===== src/rtl/axis_sw_sched_pkg.sv =====
// Shared definitions for the AXIS switch upstream scheduler: defaults,
// source indices and the scheduler state encoding.
package axis_sw_sched_pkg;

   localparam int PORTS_DEF = 3;
   localparam int CNT_W_DEF = 4;
   localparam int TID_W     = $clog2(PORTS_DEF);

   localparam logic [PORTS_DEF-1:0] HI_MASK_DEF      = 3'b101;
   localparam logic [PORTS_DEF-1:0] LAST_SUPPORT_DEF = 3'b000;

   typedef logic [TID_W-1:0] tid_t;

   // Source indices: user project, axilite-axis, logic analyzer
   localparam tid_t TID_UP = 2'd0;
   localparam tid_t TID_AA = 2'd1;
   localparam tid_t TID_LA = 2'd2;

   typedef enum logic [1:0] {
      ST_IDLE = 2'd0,
      ST_NORM = 2'd1,
      ST_HI   = 2'd2
   } state_e;

endpackage


===== src/rtl/axis_sw_sched_if.sv =====
// Request/grant bundle between the switch sources and the scheduler.
interface axis_sw_sched_if
   import axis_sw_sched_pkg::*;
#(
   parameter int PORTS = PORTS_DEF,
   parameter int CNT_W = CNT_W_DEF
);
   localparam int ID_W = (PORTS > 1) ? $clog2(PORTS) : 1;

   logic [PORTS-1:0] req;
   logic [PORTS-1:0] hi_req;
   logic             beat;
   logic             last;
   logic [CNT_W-1:0] cfg_burst;
   logic [CNT_W-1:0] cfg_starve;
   logic [PORTS-1:0] grant;
   logic [ID_W-1:0]  grant_id;
   logic             grant_hi;
   logic             starve_evt;

   modport slave (
      input  req, hi_req, beat, last, cfg_burst, cfg_starve,
      output grant, grant_id, grant_hi, starve_evt
   );

   modport master (
      output req, hi_req, beat, last, cfg_burst, cfg_starve,
      input  grant, grant_id, grant_hi, starve_evt
   );
endinterface


===== src/rtl/axis_sw_rr_pick.sv =====
// Combinational round-robin picker: first set bit of i_vec at or above
// i_ptr, wrapping to index 0.
module axis_sw_rr_pick #(
   parameter int N = 3,
   parameter int W = 2
) (
   input  logic [N-1:0] i_vec,
   input  logic [W-1:0] i_ptr,
   output logic [N-1:0] o_onehot,
   output logic [W-1:0] o_idx,
   output logic         o_found
);

   // Scan N positions starting from the pointer
   always_comb begin
      int         w_pos;
      logic [W-1:0] w_sel;
      o_onehot = '0;
      o_idx    = '0;
      o_found  = 1'b0;
      w_pos    = 0;
      w_sel    = '0;
      for (int k = 0; k < N; k++) begin
         w_pos = int'(i_ptr) + k;
         if (w_pos >= N) begin
            w_pos = w_pos - N;
         end else begin
            w_pos = w_pos;
         end
         w_sel = W'(w_pos);
         if (!o_found && i_vec[w_sel]) begin
            o_found         = 1'b1;
            o_idx           = w_sel;
            o_onehot[w_sel] = 1'b1;
         end else begin
            o_found = o_found;
         end
      end
   end

endmodule


===== src/rtl/axis_sw_sched.sv =====
// Upstream scheduler for the AXIS switch: two-level round-robin grant of
// the single output stream with burst limit and starvation guard.
module axis_sw_sched
   import axis_sw_sched_pkg::*;
#(
   parameter int               PORTS        = PORTS_DEF,
   parameter logic [PORTS-1:0] HI_MASK      = HI_MASK_DEF,
   parameter logic [PORTS-1:0] LAST_SUPPORT = LAST_SUPPORT_DEF,
   parameter int               CNT_W        = CNT_W_DEF
) (
   input  logic           axis_clk,
   input  logic           axi_reset_n,
   axis_sw_sched_if.slave io_sw
);
   localparam int              ID_W    = (PORTS > 1) ? $clog2(PORTS) : 1;
   localparam logic [ID_W-1:0] LAST_ID = ID_W'(PORTS - 1);

   state_e           r_state, w_state_nxt;
   logic [PORTS-1:0] r_grant, w_grant_nxt;
   logic [ID_W-1:0]  r_grant_id, w_id_nxt;
   logic             r_grant_hi, w_hi_nxt;
   logic             r_starve_evt;
   logic [CNT_W-1:0] r_cnt, w_cnt_nxt;
   logic [CNT_W-1:0] r_burst_lim, w_lim_nxt;
   logic [CNT_W-1:0] r_starve_cnt, w_scnt_nxt, w_scnt_inc;
   logic [ID_W-1:0]  r_ptr_hi, w_ptr_hi_nxt;
   logic [ID_W-1:0]  r_ptr_n, w_ptr_n_nxt;

   logic [PORTS-1:0] w_hcand, w_ncand, w_hi_oh, w_n_oh;
   logic [ID_W-1:0]  w_hi_idx, w_n_idx;
   logic             w_hi_found, w_n_found;
   logic             w_nwait, w_rel, w_starve_rel, w_arb;

   assign w_hcand    = io_sw.req & io_sw.hi_req & HI_MASK;
   assign w_ncand    = io_sw.req;
   assign w_nwait    = |(w_ncand & ~r_grant);
   assign w_scnt_inc = r_starve_cnt + CNT_W'(1);

   axis_sw_rr_pick #(.N(PORTS), .W(ID_W)) u_pick_hi (
      .i_vec(w_hcand), .i_ptr(r_ptr_hi),
      .o_onehot(w_hi_oh), .o_idx(w_hi_idx), .o_found(w_hi_found)
   );

   axis_sw_rr_pick #(.N(PORTS), .W(ID_W)) u_pick_n (
      .i_vec(w_ncand), .i_ptr(r_ptr_n),
      .o_onehot(w_n_oh), .o_idx(w_n_idx), .o_found(w_n_found)
   );

   // Release detection, counters and same-cycle re-arbitration
   always_comb begin
      w_state_nxt  = r_state;
      w_grant_nxt  = r_grant;
      w_id_nxt     = r_grant_id;
      w_hi_nxt     = r_grant_hi;
      w_cnt_nxt    = r_cnt;
      w_lim_nxt    = r_burst_lim;
      w_scnt_nxt   = r_starve_cnt;
      w_ptr_hi_nxt = r_ptr_hi;
      w_ptr_n_nxt  = r_ptr_n;
      w_rel        = 1'b0;
      w_starve_rel = 1'b0;
      w_arb        = 1'b0;

      case (r_state)
         ST_IDLE: begin
            w_rel = 1'b0;
         end
         ST_NORM: begin
            if (io_sw.beat && (io_sw.last || (r_cnt == r_burst_lim))) begin
               w_rel = 1'b1;
            end else if (io_sw.beat) begin
               w_cnt_nxt = r_cnt + CNT_W'(1);
            end else begin
               w_cnt_nxt = r_cnt;
            end
         end
         ST_HI: begin
            if (io_sw.beat && w_nwait) begin
               w_scnt_nxt   = w_scnt_inc;
               w_starve_rel = (io_sw.cfg_starve != '0) && (w_scnt_inc == io_sw.cfg_starve);
            end else begin
               w_scnt_nxt = r_starve_cnt;
            end
            // A beat on the cycle hi_req drops still completes at this edge
            w_rel = !io_sw.hi_req[r_grant_id]
                  || (io_sw.beat && io_sw.last && LAST_SUPPORT[r_grant_id])
                  || w_starve_rel;
         end
         default: begin
            w_rel = 1'b1;
         end
      endcase

      w_arb = (r_state == ST_IDLE) || w_rel;

      // A starvation release blocks the high level for this one arbitration
      if (w_arb) begin
         if (w_hi_found && !w_starve_rel) begin
            w_state_nxt  = ST_HI;
            w_grant_nxt  = w_hi_oh;
            w_id_nxt     = w_hi_idx;
            w_hi_nxt     = 1'b1;
            w_scnt_nxt   = '0;
            w_ptr_hi_nxt = (w_hi_idx == LAST_ID) ? '0 : w_hi_idx + ID_W'(1);
         end else if (w_n_found) begin
            w_state_nxt = ST_NORM;
            w_grant_nxt = w_n_oh;
            w_id_nxt    = w_n_idx;
            w_hi_nxt    = 1'b0;
            w_cnt_nxt   = '0;
            w_lim_nxt   = io_sw.cfg_burst;
            w_ptr_n_nxt = (w_n_idx == LAST_ID) ? '0 : w_n_idx + ID_W'(1);
         end else begin
            w_state_nxt = ST_IDLE;
            w_grant_nxt = '0;
            w_id_nxt    = '0;
            w_hi_nxt    = 1'b0;
         end
      end else begin
         w_state_nxt = r_state;
      end
   end

   // State and grant registers
   always_ff @(posedge axis_clk or negedge axi_reset_n) begin
      if (!axi_reset_n) begin
         r_state      <= ST_IDLE;
         r_grant      <= '0;
         r_grant_id   <= '0;
         r_grant_hi   <= 1'b0;
         r_starve_evt <= 1'b0;
         r_cnt        <= '0;
         r_burst_lim  <= '0;
         r_starve_cnt <= '0;
         r_ptr_hi     <= '0;
         r_ptr_n      <= '0;
      end else begin
         r_state      <= w_state_nxt;
         r_grant      <= w_grant_nxt;
         r_grant_id   <= w_id_nxt;
         r_grant_hi   <= w_hi_nxt;
         r_starve_evt <= w_starve_rel;
         r_cnt        <= w_cnt_nxt;
         r_burst_lim  <= w_lim_nxt;
         r_starve_cnt <= w_scnt_nxt;
         r_ptr_hi     <= w_ptr_hi_nxt;
         r_ptr_n      <= w_ptr_n_nxt;
      end
   end

   assign io_sw.grant      = r_grant;
   assign io_sw.grant_id   = r_grant_id;
   assign io_sw.grant_hi   = r_grant_hi;
   assign io_sw.starve_evt = r_starve_evt;

endmodule


===== src/flat_wrapper.sv =====
// flat-port wrapper written by rule: the top's interface ports become plain ports
module axis_sw_sched_flat import axis_sw_sched_pkg::*;
#(
   parameter int               PORTS        = PORTS_DEF,
   parameter logic [PORTS-1:0] HI_MASK      = HI_MASK_DEF,
   parameter logic [PORTS-1:0] LAST_SUPPORT = LAST_SUPPORT_DEF,
   parameter int               CNT_W        = CNT_W_DEF
)
  (axis_clk, axi_reset_n, io_sw_req, io_sw_hi_req, io_sw_beat, io_sw_last, io_sw_cfg_burst, io_sw_cfg_starve, io_sw_grant, io_sw_grant_id, io_sw_grant_hi, io_sw_starve_evt);
  axis_sw_sched_if #(.PORTS(PORTS), .CNT_W(CNT_W)) io_sw_i ();
  input  logic axis_clk;
  input  logic axi_reset_n;
  input wire logic [$bits(io_sw_i.req)-1:0] io_sw_req;
  input wire logic [$bits(io_sw_i.hi_req)-1:0] io_sw_hi_req;
  input wire logic [$bits(io_sw_i.beat)-1:0] io_sw_beat;
  input wire logic [$bits(io_sw_i.last)-1:0] io_sw_last;
  input wire logic [$bits(io_sw_i.cfg_burst)-1:0] io_sw_cfg_burst;
  input wire logic [$bits(io_sw_i.cfg_starve)-1:0] io_sw_cfg_starve;
  output wire logic [$bits(io_sw_i.grant)-1:0] io_sw_grant;
  output wire logic [$bits(io_sw_i.grant_id)-1:0] io_sw_grant_id;
  output wire logic [$bits(io_sw_i.grant_hi)-1:0] io_sw_grant_hi;
  output wire logic [$bits(io_sw_i.starve_evt)-1:0] io_sw_starve_evt;
  assign io_sw_i.req = io_sw_req;
  assign io_sw_i.hi_req = io_sw_hi_req;
  assign io_sw_i.beat = io_sw_beat;
  assign io_sw_i.last = io_sw_last;
  assign io_sw_i.cfg_burst = io_sw_cfg_burst;
  assign io_sw_i.cfg_starve = io_sw_cfg_starve;
  assign io_sw_grant = io_sw_i.grant;
  assign io_sw_grant_id = io_sw_i.grant_id;
  assign io_sw_grant_hi = io_sw_i.grant_hi;
  assign io_sw_starve_evt = io_sw_i.starve_evt;
  axis_sw_sched #(.PORTS(PORTS), .HI_MASK(HI_MASK), .LAST_SUPPORT(LAST_SUPPORT), .CNT_W(CNT_W)) u_core (.axis_clk(axis_clk), .axi_reset_n(axi_reset_n), .io_sw(io_sw_i));
endmodule

===== config.mk =====
export PLATFORM = sky130hd
export DESIGN_NAME = axis_sw_sched_flat
export DESIGN_NICKNAME = d
export VERILOG_FILES = /design/src/rtl/axis_sw_sched_pkg.sv /design/src/rtl/axis_sw_sched_if.sv /design/src/rtl/axis_sw_rr_pick.sv /design/src/rtl/axis_sw_sched.sv /design/src/flat_wrapper.sv
export SDC_FILE = /design/constraint.sdc
export NUM_CORES = 1
export LEC_CHECK = 0
export ABC_AREA = 1
export BUFFER_PORTS_ARGS = -buffer_cell sky130_fd_sc_hd__buf_2
export CAP_MARGIN = 20
export CORE_MARGIN = 5
export CORE_UTILIZATION = 40
export DETAILED_ROUTE_END_ITERATION = 12
export GPL_TIMING_DRIVEN = 0
export PLACE_DENSITY = 0.55
export SYNTH_ARGS = -nofsm -noshare
export SYNTH_HDL_FRONTEND = slang
export SYNTH_SLANG_ARGS = --single-unit

===== constraint.sdc =====
create_clock -name axis_clk -period 4.9 [get_ports axis_clk]
set_input_delay 0.245 -clock axis_clk [delete_from_list [all_inputs] [get_ports axis_clk]]
set_output_delay 0.245 -clock axis_clk [all_outputs]
set_load 0.02 [all_outputs]

## Word-level counts from Yosys, hierarchy flattened

Cells that the tools add are included.
Widths: inputs -> output; s select.

- Output and inout port bits: 7
- Register bits after elaboration: 25

- Eq/ne operators: 6
- Reduce and logical (&&, ||, !) cells: 31
- $lt $le $gt $ge: 19
- Bitwise logic cells: 8
- Muxes and demuxes: 76
- $add $sub $neg: 14

Operator list:

| operator | count |
|---|---|
| $mux 4 | 10 |
| $mux 2 | 17 |
| $mux 1 | 26 |
| $mux 3 | 8 |
| $lt 2x3->1 const B | 7 |
| $bmux 1 s2 | 8 |
| $logic_and 1x1->1 | 16 |
| $demux 1 s2 | 6 |
| $ge 2x1->1 const B | 6 |
| $ge 3x2->1 const B | 4 |
| $or 3x3->3 | 4 |
| $sub 2x2->2 const B | 6 |
| $add 4x1->4 const B | 2 |
| $eq 4x4->1 | 2 |
| $add 2x1->3 const B | 2 |
| $add 2x2->3 const B | 2 |
| $and 3x3->3 | 2 |
| $eq 2x2->1 const B | 3 |
| $logic_not 1->1 | 6 |
| $add 2x1->2 const B | 2 |
| $ge 2x2->1 const B | 2 |
| $logic_or 1x1->1 | 4 |
| $reduce_bool 4->1 | 1 |
| $not 3->3 | 1 |
| 7 further kinds | 7 |

## Logic depth before layout (Yosys ltp)

- Depth in word-level cells: 14
- Depth in mapped cells: 15

## Modules after synthesis

Synthesis repeated with hierarchy kept, for this count alone.

- Cells, all modules: 337
- Area total of the unflattened synthesis: 2175.8 um^2

By module, submodules not included:

| module | cells an instance | sequential area each (um^2) | instances | area each (um^2) |
|---|---|---|---|---|
| axis_sw_sched | 209 | 600.6 | 1 | 1510.2 |
| axis_sw_rr_pick | 64 | 0.0 | 2 | 332.8 |

## Least setup slack after synthesis

Ideal clock, no wire load.

- Path kind: register to register
- Start point: register u_core.r_starve_cnt[0]
- End point: register u_core.r_burst_lim[0]
- Slack: 3.116 ns
- Stages on the path, launching flop included: 11
- Buffers on the path: 1
- Data arrival time: 1.664 ns
- Clock period less this slack: 1.784 ns
- Data required time: 4.780 ns
- Cell sequence: dfrtp_1 > ha_1 > xnor2_1 > nand3_1 > nor2_2 > nand2_2 > nand2_4 > nand2_8 > buf_6 > o21bai_2 > nand2_1

- Cells in the longest elaborated chain, start to end: 10

RTL lines:

| what | RTL line | text |
|---|---|---|
| start: declaration | axis_sw_sched.sv:25 | `logic [CNT_W-1:0] r_starve_cnt, w_scnt_nxt, w_scnt_inc;` |
| start signal: assignment | axis_sw_sched.sv:145 | `r_starve_cnt <= w_scnt_nxt;` |
| $add 4x1->4 * | axis_sw_sched.sv:37 | `assign w_scnt_inc = r_starve_cnt + CNT_W'(1);` |
| $eq 4x4->1 * | axis_sw_sched.sv:80 | `w_starve_rel = (io_sw.cfg_starve != '0) && (w_scnt_inc == io_sw.cfg_starve);` |
| $logic_and 1x1->1 * | axis_sw_sched.sv:80 |  |
| $mux 1 * | axis_sw_sched.sv:78 | `if (io_sw.beat && w_nwait) begin` |
| $mux 1 * | axis_sw_sched.sv:64 | `case (r_state)` |
| branches (longest 4 deep; another with $pmux 1 s3) | n/a |  |
| $reduce_and 3->1 (no line) * | n/a |  |
| end signal: assignment | axis_sw_sched.sv:144 | `r_burst_lim <= w_lim_nxt;` |
| end: declaration | axis_sw_sched.sv:24 | `logic [CNT_W-1:0] r_burst_lim, w_lim_nxt;` |

Every way passes the cells marked *. The select of a mux whose other input is x is not followed.
A chain may end at the register's enable or synchronous reset.

## Worst setup path after layout

- Start point: register u_core.r_ptr_n[0]
- End point: register u_core.r_ptr_n[0]

- Cells in the longest elaborated chain, start to end: 13

RTL lines:

| what | RTL line | text |
|---|---|---|
| start: declaration | axis_sw_sched.sv:27 | `logic [ID_W-1:0] r_ptr_n, w_ptr_n_nxt;` |
| start signal: assignment | axis_sw_sched.sv:147 | `r_ptr_n <= w_ptr_n_nxt;` |
| branches (longest 13 deep; another with $add 2x1->3) | n/a |  |

Several ways; the timed one is not identified. The select of a mux whose other input is x is not followed.

==> flow_summary.json <==
{
  "run_status": "finished, final reports clean",
  "critical-path-max-stage-delay_ps": 380,
  "grt_first_pass_wirelength_mm": 7.83,
  "sequential_element_share_of_the_synthesized_area": 0.294,
  "core-area_um2": 5040,
  "placedCellCount": 382,
  "required_ps": 5050,
  "clock_tree.buffer_depth": 2,
  "synthMostInstantiatedCell": "nand2_1",
  "drc_errors": 0,
  "via_count": 1808,
  "grt.overflow.total": 0,
  "dieArea_um2": 6630,
  "yosys_register_bits": 24,
  "std_cell_rows": 26,
  "drtPass1Iterations": 4,
  "asyncSetResetFlopFracSynth": 1.00,
  "finalSetupTns_ps": 0,
  "cp_max_fo": 6,
  "cp-end-kind": "register",
  "postSynth.topFlopCell": "dfrtp_1",
  "rsz0062_at_grt": "false",
  "die_width_um": 81.4,
  "cp_top_family": "simple AND/OR/NAND/NOR gates",
  "instances_no_fill": 386,
  "power.total_mw": 1.30,
  "cts_tree": "yes",
  "yosysUniqueCellTypes": 33,
  "numCtsBuffers": 3,
  "routed_via_density": 4.68,
  "io_pins": 25,
  "routed_wl_mm": 4.35,
  "drt-initial-drc-count": 65,
  "finalInstanceArea_um2": 2290,
  "nFillCells": 577,
  "post-place-ws_ps": 2920,
  "path_class": "reg2reg",
  "count_of_cells_resized_by_post_cts_repair": 0,
  "timing.hold.worst.class": "in2reg",
  "slew_headroom": 0.625,
  "detail_route.wl_per_cell_um": 11.3,
  "insertion_delay_ps": 260,
  "cts_root_buf": "clkbuf_8",
  "grt_antenna_before_repair": 0,
  "leakage_power_nw": 1.25,
  "synth-edff-count": 0,
  "synth_largest_area_cell": "dfrtp_1",
  "grt_max_degree": 25,
  "critical_path.n_buffers_inverters": 3,
  "tightestPinTransition_ps": 563,
  "synthTopCellsByArea": "dfrtp_1 29%, nand2_1 17%, nand3_1 8.3%",
  "die_h_um": 81.4,
  "net_count_reported_at_finish": 346,
  "synth.top_cell.area_share": 0.294,
  "critPathLaunchType": "register",
  "timing.final.crit_share": 0.407,
  "syn_to_final_growth_pct": 12.4,
  "gp_congestion": 0.841,
  "h-tree-depth": 1,
  "crit_path_top_delay_cell": "dfrtp_1",
  "final_count_of_pins_violating_max_slew": 0,
  "yosysWarningCount": 0,
  "number_of_setup_violations_in_the_final_report": 0,
  "initial_core_utilization": 0.405,
  "synthCells": 289,
  "syn_area_per_cell_um2": 7.06,
  "grt_pass1_vias": 1775,
  "worstPathCellList": "inv_1 -> ha_1 -> inv_1 -> nand2_1 -> nand3_1 -> nand2_1 -> inv_1 -> nand4_2 -> a21boi_4 -> nand3_1 -> nand2_1",
  "hold_viol_final": 0,
  "power.density_nw_per_um2": 567,
  "net_count_after_synthesis": 317,
  "clkTransAtPathRegs_ps": 80,
  "ant_nets": 0,
  "netlist_area_um2": 2040,
  "irDropWorstVdd_v": 0.000303,
  "crit_path_arrival_time_ps": 2150,
  "timing.max_cap.violations": 0,
  "cts_sinks": 24,
  "fin_crit_ps": 1990,
  "list_of_most_frequent_post_synthesis_cells": "93 x nand2_1, 43 x inv_1, 34 x nand3_1",
  "fin_util": 0.455,
  "final.setup_skew_ps": 7.01,
  "max_freq_mhz": 502,
  "placed_area_um2": 2240,
  "port_buf_inserts": 23,
  "hold_ws_ps": 216,
  "aggregate_global_route_resource_usage": 0.147,
  "dp_hpwl_mm": 3.52,
  "setup_ws_ps": 2910,
  "share_of_post_route_cells_with_drive_strength_above_1": 0.190,
  "num_antenna_cells": 0
}
==> tightest hold or removal path, stage by stage <==
cell and delay, ps:
buf_2 80, nand3_1 60, nand2_1 60
==> sequential cells by signal, indices dropped and copies added, names as in the netlist, 2 cells and up <==
register,flops
u_core.io_sw.grant,3
u_core.io_sw.grant_id,2
u_core.r_burst_lim,4
u_core.r_cnt,4
u_core.r_ptr_hi,2
u_core.r_ptr_n,2
u_core.r_starve_cnt,4
==> cells by family (layout without fill, tap and decap cells) <==
kind of cell / count (synthesis) / in the layout / synth area share
compound gates: 18 / 18 / 0.0736
xor+xnor: 6 / 6 / 0.0258
fa+ha+maj: 10 / 10 / 0.0613
buf+inv: 48 / 75 / 0.0963
flops: 24 / 24 / 0.294
simple gates: 183 / 183 / 0.449
==> worst paths after layout <==
check / end / cells after the start / start / slack, ps
worst max register to register: u_core.r_ptr_n[0]$_DFFE_PN0P_ / 11 / u_core.r_ptr_n[0]$_DFFE_PN0P_ / 2910
worst max-delay path: u_core.r_ptr_n[0]$_DFFE_PN0P_ / 11 / u_core.r_ptr_n[0]$_DFFE_PN0P_ / 2910
max in group asynchronous: u_core.io_sw.grant[2]$_DFFE_PN0P_ / 2 / axi_reset_n / 4020
min in group asynchronous: u_core.r_starve_cnt[2]$_DFF_PN0_ / 2 / axi_reset_n / 500
worst min register to register: u_core.io_sw.grant[1]$_DFFE_PN0P_ / 2 / u_core.io_sw.grant[1]$_DFFE_PN0P_ / 530
worst min-delay path: u_core.r_burst_lim[1]$_DFFE_PN0P_ / 3 / io_sw_cfg_burst[1] / 220
==> report_power, final <==
group	internal (mW)	leakage, nW	switching (mW)
Combinational	0.309	0.909	0.572
Sequential	0.260	0.315	0.0470
Clock	0.0549	0.0216	0.0599
==> layout make-up <==
type	count	area, um^2	share of cell area
Inverter	46	174	0.0758
Buffer	2	22.5	0.00981
Clock buffer	3	41.3	0.0180
Timing Repair Buffer	24	125	0.0545
Tap cell	70	87.6	0.0382
Multi-Input combinational cell	217	1240	0.542
Sequential cell	24	601	0.262
==> metal layers <==
metal | global-route usage | vias to the layer above | share of wire
met5 | 0 | - | 0
met4 | 0.0203 | 0 | 0.0058
met3 | 0.0285 | 2 | 0.049
met2 | 0.244 | 31 | 0.47
met1 | 0.203 | 811 | 0.48
li1 | - | 964 | -
==> cell usage in the layout, fill, tap and decap left out, drive strengths merged <==
cell type,count
or2,2
a21oi,6
inv,45
xor2,5
and2,1
nand4,10
dlygate4sd3,1
nor2,25
nand2,106
xnor2,1
a21boi,1
o21ai,4
a31oi,1
o21bai,6
nand3b,3
nand3,36
clkinv,1
ha,10
clkbuf,3
dfrtp,24
buf,25
==> repair_timing <==
action,4_1_cts,5_1_grt
hold buffers,1,0
hold endpoints to repair,24,0
endpoints found under the setup margin,0,0
setup buffers,0,0
No activity file was read; power rests on OpenSTA's default activity.
